===== src/rtl/dmem_port_arbiter.sv =====
// dmem_port_arbiter: shares one data-memory port between two requesters.
//
// Each requester issues a one-cycle mask pulse. The request is buffered in a
// per-port pending slot, the slots are arbitrated round-robin, and one request
// is issued downstream at a time. The completion is routed back to its owner.
//
// Ports:
//   clk, rst                      clock (rising edge), asynchronous active-low reset
//   pN_addr/rmask/wmask/wdata     requester N request (mask nonzero = request pulse)
//   pN_rdata, pN_resp             requester N completion pulse and read data
//   mem_addr/rmask/wmask/wdata    downstream request (masks nonzero for one cycle)
//   mem_rdata, mem_resp           downstream completion
//   busy                          transaction outstanding or request pending
//   proto_err                     one-cycle pulse after a request is dropped
//
// Build option: define ARB_FIXED_PRIO_EN to make port 0 always win ties.
module dmem_port_arbiter #(
    parameter int ADDR_W = 32,
    parameter int DATA_W = 32
) (
    input  logic                clk,
    input  logic                rst,
    input  logic [ADDR_W-1:0]   p0_addr,
    input  logic [DATA_W/8-1:0] p0_rmask,
    input  logic [DATA_W/8-1:0] p0_wmask,
    input  logic [DATA_W-1:0]   p0_wdata,
    output logic [DATA_W-1:0]   p0_rdata,
    output logic                p0_resp,
    input  logic [ADDR_W-1:0]   p1_addr,
    input  logic [DATA_W/8-1:0] p1_rmask,
    input  logic [DATA_W/8-1:0] p1_wmask,
    input  logic [DATA_W-1:0]   p1_wdata,
    output logic [DATA_W-1:0]   p1_rdata,
    output logic                p1_resp,
    output logic [ADDR_W-1:0]   mem_addr,
    output logic [DATA_W/8-1:0] mem_rmask,
    output logic [DATA_W/8-1:0] mem_wmask,
    output logic [DATA_W-1:0]   mem_wdata,
    input  logic [DATA_W-1:0]   mem_rdata,
    input  logic                mem_resp,
    output logic                busy,
    output logic                proto_err
);
    typedef enum logic {IDLE, WAIT} state_t;

    state_t              state, state_nx;
    logic [1:0]          pend_v;
    logic [ADDR_W-1:0]   pend_addr  [2];
    logic [DATA_W/8-1:0] pend_rmask [2];
    logic [DATA_W/8-1:0] pend_wmask [2];
    logic [DATA_W-1:0]   pend_wdata [2];
    logic [ADDR_W-1:0]   req_addr   [2];
    logic [DATA_W/8-1:0] req_rmask  [2];
    logic [DATA_W/8-1:0] req_wmask  [2];
    logic [DATA_W-1:0]   req_wdata  [2];
    logic [1:0]          req, drop;
    logic [ADDR_W-1:0]   last_addr;
    logic [DATA_W-1:0]   last_wdata;
    logic                prio, owner, win, grant, done;

    assign req_addr[0]  = p0_addr;
    assign req_addr[1]  = p1_addr;
    assign req_rmask[0] = p0_rmask;
    assign req_rmask[1] = p1_rmask;
    assign req_wmask[0] = p0_wmask;
    assign req_wmask[1] = p1_wmask;
    assign req_wdata[0] = p0_wdata;
    assign req_wdata[1] = p1_wdata;

    always_comb begin
        state_nx = state;
        done     = (state == WAIT) && mem_resp;
        grant    = (state == IDLE) && (|pend_v);
`ifdef ARB_FIXED_PRIO_EN
        win      = ~pend_v[0];
`else
        win      = (&pend_v) ? prio : pend_v[1];
`endif
        state_nx = grant ? WAIT : done ? IDLE : state;
        for (int n = 0; n < 2; n++) begin
            req[n]  = |{req_rmask[n], req_wmask[n]};
            // The owner is released in its response cycle, so a new request then is legal.
            drop[n] = req[n] && (pend_v[n] || ((state == WAIT) && (owner == 1'(n)) && !done));
        end
    end

    assign mem_addr  = grant ? pend_addr[win]  : last_addr;
    assign mem_wdata = grant ? pend_wdata[win] : last_wdata;
    assign mem_rmask = grant ? pend_rmask[win] : '0;
    assign mem_wmask = grant ? pend_wmask[win] : '0;
    assign p0_resp   = done && !owner;
    assign p1_resp   = done && owner;
    assign p0_rdata  = p0_resp ? mem_rdata : '0;
    assign p1_rdata  = p1_resp ? mem_rdata : '0;
    assign busy      = (state == WAIT) || (|pend_v);

    always_ff @(posedge clk or negedge rst) begin
        if (!rst) state <= IDLE;
        else      state <= state_nx;
    end

    always_ff @(posedge clk or negedge rst) begin
        if (!rst) begin
            pend_v     <= '0;
            prio       <= 1'b0;
            owner      <= 1'b0;
            last_addr  <= '0;
            last_wdata <= '0;
            proto_err  <= 1'b0;
            for (int n = 0; n < 2; n++) begin
                pend_addr[n]  <= '0;
                pend_rmask[n] <= '0;
                pend_wmask[n] <= '0;
                pend_wdata[n] <= '0;
            end
        end else begin
            proto_err <= |drop;
            if (grant) begin
                owner      <= win;
`ifndef ARB_FIXED_PRIO_EN
                prio       <= ~win;
`endif
                last_addr  <= mem_addr;
                last_wdata <= mem_wdata;
            end
            // A request on the winning port is always dropped (its slot is still
            // valid), so capture and clear never collide on one slot.
            for (int n = 0; n < 2; n++) begin
                if (req[n] && !drop[n]) begin
                    pend_v[n]     <= 1'b1;
                    pend_addr[n]  <= req_addr[n];
                    pend_rmask[n] <= req_rmask[n];
                    pend_wmask[n] <= req_wmask[n];
                    pend_wdata[n] <= req_wdata[n];
                end else if (grant && (win == 1'(n))) begin
                    pend_v[n] <= 1'b0;
                end
            end
        end
    end
endmodule


===== config.mk =====
export PLATFORM = sky130hd
export DESIGN_NAME = dmem_port_arbiter
export DESIGN_NICKNAME = d
export VERILOG_FILES = /design/src/rtl/dmem_port_arbiter.sv
export SDC_FILE = /design/constraint.sdc
export NUM_CORES = 1
export LEC_CHECK = 0
export CAP_MARGIN = 10
export CORE_MARGIN = 3
export CORE_UTILIZATION = 43
export CTS_CLUSTER_DIAMETER = 200
export DETAILED_ROUTE_END_ITERATION = 10
export PLACE_DENSITY_LB_ADDON = 0.25
export SLEW_MARGIN = 20
export SYNTH_ARGS = -nofsm -noshare
export SYNTH_HDL_FRONTEND = slang
export SYNTH_SLANG_ARGS = --single-unit

===== constraint.sdc =====
create_clock -name clk -period 2.1 [get_ports clk]
set_clock_uncertainty 0.15 [all_clocks]
set_input_delay 0.42 -clock clk [delete_from_list [all_inputs] [get_ports clk]]
set_output_delay 0.42 -clock clk [all_outputs]
set_load 0.01 [all_outputs]

==> impl_metrics.json, run 1 <==
{
  "grt_overflow": 0,
  "cp.arrival_ps": 2090,
  "endpoint_kind": "output pin",
  "portBuffers": 318,
  "insertion_delay_ps": 500,
  "fin_nets": 1303,
  "rr_startpoint": "state",
  "slew_headroom_pct": 65.7,
  "yosysSeqAreaShare_pct": 52.3,
  "initial_core_util_pct": 44.5,
  "synth-seq-cells": 214,
  "grt_pass1_vias": 8715,
  "cts_tree": "done",
  "vias": 7976,
  "finalHoldViolCount": 0,
  "mappedNetlistNets": 891,
  "power_w": 0.0243,
  "ys_async_sr_fraction_pct": 100,
  "setup_violations": 140,
  "synth_edf_count": 0,
  "ir_drop_v": 0.000563,
  "start_kind": "register",
  "setup_slack_ps": -562,
  "critPathMaxFanout": 6,
  "worst_ep_required_time_ps": 1530,
  "r2r_end": "pend_addr[31]",
  "synth_top_area_share_pct": 52.3,
  "grt_pass1_wl_mm": 50.7,
  "hold_path_class": "in -> reg",
  "period_minus_slack_ps": 2660,
  "floorplan.die.height_um": 160,
  "drc_errors": 0,
  "place_worst_setup_slack_ps": -670,
  "core_area_mm2": 0.0230,
  "dp_hpwl_mm": 20.8,
  "rr_worst_depth": 6,
  "syn_area_mm2": 0.0102,
  "yosys_warnings": 0,
  "placementRows": 55,
  "multi_input_area_mm2": 0.00475,
  "numCtsBuffers": 23,
  "synth_top_family_by_area": "multiplexers",
  "synth_top_area_cell": "dfrtp_1",
  "leakagePower_nw": 7.37,
  "clockBufferDepth": 3,
  "syn_avg_cell_area_um2": 14.4,
  "synth-xor-area-share_pct": 0,
  "area_delta_synth_final_pct": 55.6,
  "grt_usage_pct": 24.7,
  "critical_path_class": "reg -> out",
  "hold_ws_ps": 101,
  "firstDrtPassIters": 5,
  "die_w_um": 160,
  "layout-drive-gt1-share_pct": 47.4,
  "holdPathStages": 2,
  "cts.sinks": 214,
  "synthCells": 712,
  "drt_iter0_drc": 458,
  "seq_area_mm2": 0.00536,
  "synth_mux_area_share_pct": 20.6,
  "violations": "negative setup slack",
  "gp_congestion": 0.782,
  "antenna_found_initial": 1,
  "drv_slew": 0,
  "clockRootBuffer": "clkbuf_16",
  "ctsHtreeMaxLevel": 1,
  "die-area_mm2": 0.0257,
  "synth_compound_area_share_pct": 14.2,
  "ioPinCount": 319,
  "max_freq_mhz": 376,
  "synth-simple-area-share_pct": 8.62,
  "ant_nets": 0,
  "synthFlopType": "dfrtp_1",
  "synth_cell_types": 28,
  "max_slew.worst_pin.slew_ps": 515,
  "clk_pin_slew_worst_paths_ps": 60,
  "status": "complete, but fails checks",
  "maxCapViolations": 0,
  "powerDensity_mw_per_mm2": 1530,
  "wirelength_mm": 33.3,
  "rsz0062_at_grt": "yes",
  "critical_path.endpoint": "mem_wdata[11]",
  "yosys.cell_count.top_type": "dfrtp_1",
  "grt_max_degree": 56,
  "worst-r2r-setup-slack_ps": 80,
  "synthAdderAreaFrac_pct": 0,
  "wl_per_cell_um": 22.9,
  "fillers": 1626,
  "finalCritPeriodShare_pct": 127,
  "ys_top_cells_by_count": "dfrtp_1, mux2_4, and2_1",
  "crit_start": "pend_v[0]",
  "synth_area_leaders": "dfrtp_1, mux2_4, a221o_1, and2_1, clkbuf_1",
  "viasPerCell": 5.49
}
==> cells in the final DEF, fill, tap and decap left out, drive strengths merged, types with 2 or more instances in the layout <==
master         Yosys  final
o2bb2ai            2      2
clkinv             0      4
dlymetal6s2s       0      3
o21bai             3      3
and2             130    130
inv                6      7
a221o            128    128
bufbuf             0      3
a211oi             2      2
buf               26    256
mux2             142    142
clkdlybuf4s50      0    175
or4                4      4
dfrtp            214    214
a22o               8      8
clkbuf            33     41
nor2               4      4
==> cells by family after synthesis <==
family | Yosys count
AOI/OAI and AO/OA | 149
buffers and inverters | 65
DFF | 214
muxes | 142
and+or+nand+nor | 142
==> power by group <==
| part | internal [W] | switching [W] |
|---|---|---|
| Sequential | 0.00623 | 0.00143 |
| Clock | 0.00235 | 0.00165 |
| Combinational | 0.00769 | 0.00495 |
| Total | 0.0163 | 0.00803 |
==> worst max-delay path, cell delays in order, from the launching register on <==
cell and delay [ps]:
dfrtp_1 420, buf_6 140, a211oi_4 280, buf_6 170, buf_6 130, buf_12 120
a221o_1 190, buf_2 150
==> stage by stage <==
step	area (µm²)	setup TNS [ps]	util (%)	cells
2_1_floorplan	10200	-520	-	712
3_3_place_gp	14300	-139610	62.0	1356
3_5_place_dp	14300	-142130	62.0	1356
4_1_cts	15500	-63800	67.5	1453
5_1_grt	15900	-59560	69.3	1453
6_report	15900	-50620	69.3	1453
==> registers in the layout, indices dropped and copies added (netlist names), 2 cells and up <==
signal,flops
last_addr,32
last_wdata,32
pend_wmask,8
pend_addr,64
pend_wdata,64
pend_rmask,8
pend_v,2
==> layer usage <==
layer	GRT usage, %	share of wire, %
met1	31.1	40
met2	43.5	51
met3	5.14	6.8
met4	6.43	2.2
met5	0	0
==> cell type report <==
class,instances,area share (%)
clock inverter,7,0.432
sequential,214,33.7
clock buffer,33,4.23
antenna,1,0.0157
timing repair buffer,446,29.2
inverter,6,0.141
multi-input combinational,433,29.8
tap,313,2.46
==> worst min-delay path by stage <==
stage	end	slack (ps)	start
2_1_floorplan	last_addr[0]	-30	rst
3_3_place_gp	last_addr[14]	300	rst
3_5_place_dp	pend_addr[48]	290	rst
4_1_cts	pend_addr[48]	340	rst
5_1_grt	pend_rmask[0]	100	p1_rmask[0]
6_report	pend_rmask[0]	100	p1_rmask[0]
==> repair_timing <==
item | in CTS | in global routing
buffers inserted | 44 | 5
gates cloned | 15 | 7
gates resized for setup | 661 | 123
hold endpoints to repair | 44 | 0
setup endpoints to repair | 166 | 185
pin swaps | 36 | 37
hold buffers | 1 | 0
Power figures use the tool's default switching activity.
==> inputs of run 2 (changes only) <==
ABC_CLOCK_PERIOD_IN_PS = 2100   (was unset)
CORE_MARGIN = 1.5   (was 3)
==> run 2 against run 1 <==
The flow still finishes with violations (negative setup slack). Sequential power is essentially flat. First-iteration DRC count shrank 7.6%. Highest routed layer unchanged. Combinational power grew 4%. Largest cell class unchanged. Sequential share of layout area shrank 1.1 points.
==> impl_metrics.json, run 2 (synthesis results as in run 1) <==
{
  "core_area_mm2": 0.0234,
  "placementRows": 56,
  "die_w_um": 157,
  "stdcell_area_mm2": 0.0164,
  "grt_pass1_vias": 8591,
  "finalCritPeriodShare_pct": 129,
  "worst_ep_required_time_ps": 1530,
  "final_cell_mix": "dfrtp_1, clkdlybuf4s50_1, mux2_4",
  "clockBufferDepth": 3,
  "endpoint_kind": "output pin",
  "initial_core_util_pct": 43.7,
  "power_w": 0.0248,
  "dp_hpwl_mm": 20.1,
  "area_delta_synth_final_pct": 60.7,
  "critical_path_class": "reg -> out",
  "worst-r2r-setup-slack_ps": 60,
  "drc_errors": 0,
  "fillers": 1646,
  "crit_start": "state",
  "grt_overflow": 0,
  "max_freq_mhz": 368,
  "numCtsBuffers": 23,
  "rr_startpoint": "pend_v[0]",
  "maxCapViolations": 0,
  "insertion_delay_ps": 500,
  "clockRootBuffer": "clkbuf_16",
  "seq_area_mm2": 0.00536,
  "clk_pin_slew_worst_paths_ps": 60,
  "fin_nets": 1333,
  "max_slew.worst_pin.slew_ps": 458,
  "grt_max_degree": 52,
  "layout-drive-gt1-share_pct": 49.6,
  "hold_path_class": "in -> async",
  "firstDrtPassIters": 5,
  "setup_slack_ps": -619,
  "wirelength_mm": 32.9,
  "slew_headroom_pct": 69.5,
  "start_kind": "register",
  "gp_congestion": 0.842,
  "grt_pass1_wl_mm": 47.4,
  "critPathMaxFanout": 8,
  "die-area_mm2": 0.0247,
  "drv_slew": 0,
  "viasPerCell": 5.40,
  "ioPinCount": 319,
  "dpl-instance-area_mm2": 0.0144,
  "wl_per_cell_um": 22.1,
  "setup_violations": 139,
  "violations": "negative setup slack",
  "portBuffers": 318,
  "multi_input_area_mm2": 0.00478,
  "tns_ps": -66600,
  "mostFrequentLayoutCell": "dfrtp_1",
  "status": "complete, but fails checks",
  "stdcell_count": 1490,
  "ant_nets": 0,
  "ctsHtreeMaxLevel": 1,
  "leakagePower_nw": 7.61,
  "drt_iter0_drc": 423,
  "powerDensity_mw_per_mm2": 1510,
  "cts_tree": "done",
  "place_inst": 1367,
  "vias": 8043,
  "place_worst_setup_slack_ps": -621,
  "finalHoldViolCount": 0,
  "floorplan.die.height_um": 157,
  "grt_usage_pct": 25.0,
  "cp.arrival_ps": 2150,
  "ir_drop_v": 0.000680,
  "rr_worst_depth": 8,
  "rsz0062_at_grt": "yes",
  "antenna_found_initial": 2,
  "period_minus_slack_ps": 2720,
  "reg.largest.list": "pend_addr: 64 flops, pend_wdata: 64 flops",
  "cts.sinks": 214
}
run 2: per-layer routing:
metal / vias to the layer above / global-route usage [%] / share of wire, % / wire [µm]
met1: 4071 / 30.3 / 39 / 12900
met5: - / 0 / 0 / 0
met3: 45 / 4.21 / 6.7 / 2210
met4: 0 / 7.05 / 2.2 / 717
li1: 3592 / - / - / -
met2: 335 / 45.6 / 52 / 17000
run 2: where the power goes:
group / internal [W] / switching, W
Clock: 0.00243 / 0.00162
Sequential: 0.00622 / 0.00142
Combinational: 0.00811 / 0.00496
Total: 0.0168 / 0.00800
run 2: final timing paths:
check                                  to
min                         pend_addr[40]
min reg2reg                 pend_wmask[3]
min in group clk            pend_wmask[3]
max in group asynchronous  last_wdata[22]
max reg2reg                  last_addr[9]
max                         mem_wdata[29]
run 2: per-stage QoR:
| step | util [%] | hold slack (ps) |
|---|---|---|
| 3_3_place_gp | 61.5 | 276 |
| 5_1_grt | 70.3 | 314 |
| 4_1_cts | 66.7 | 303 |
| 6_report | 70.3 | 298 |
| 2_1_floorplan | - | -25.6 |
| 3_5_place_dp | 61.5 | 267 |
run 2: area by class of cell:
class                           count  area share (%)
Clock buffer                       34            4.06
Inverter                            6           0.137
Sequential cell                   214            32.6
Tap cell                          319            2.43
Timing Repair Buffer              476            31.2
Multi-Input combinational cell    433            29.0
Clock inverter                      6           0.487
Antenna cell                        2          0.0304
run 2: timing repair:
action | CTS | global route
hold endpoints to repair | 42 | 0
cloned | 15 | 7
pin swaps | 47 | 68
buffers inserted | 41 | 28
endpoints found under the setup margin | 195 | 152
resized for setup | 635 | 189
hold buffers | 1 | 0
run 2: critical path, cell delays in order (launching register included):
cell and delay [ps]:
dfrtp_2 440, o21bai_4 210, buf_12 170, buf_12 150, buf_12 130, and2_4 130
a221o_1 270, buf_2 150
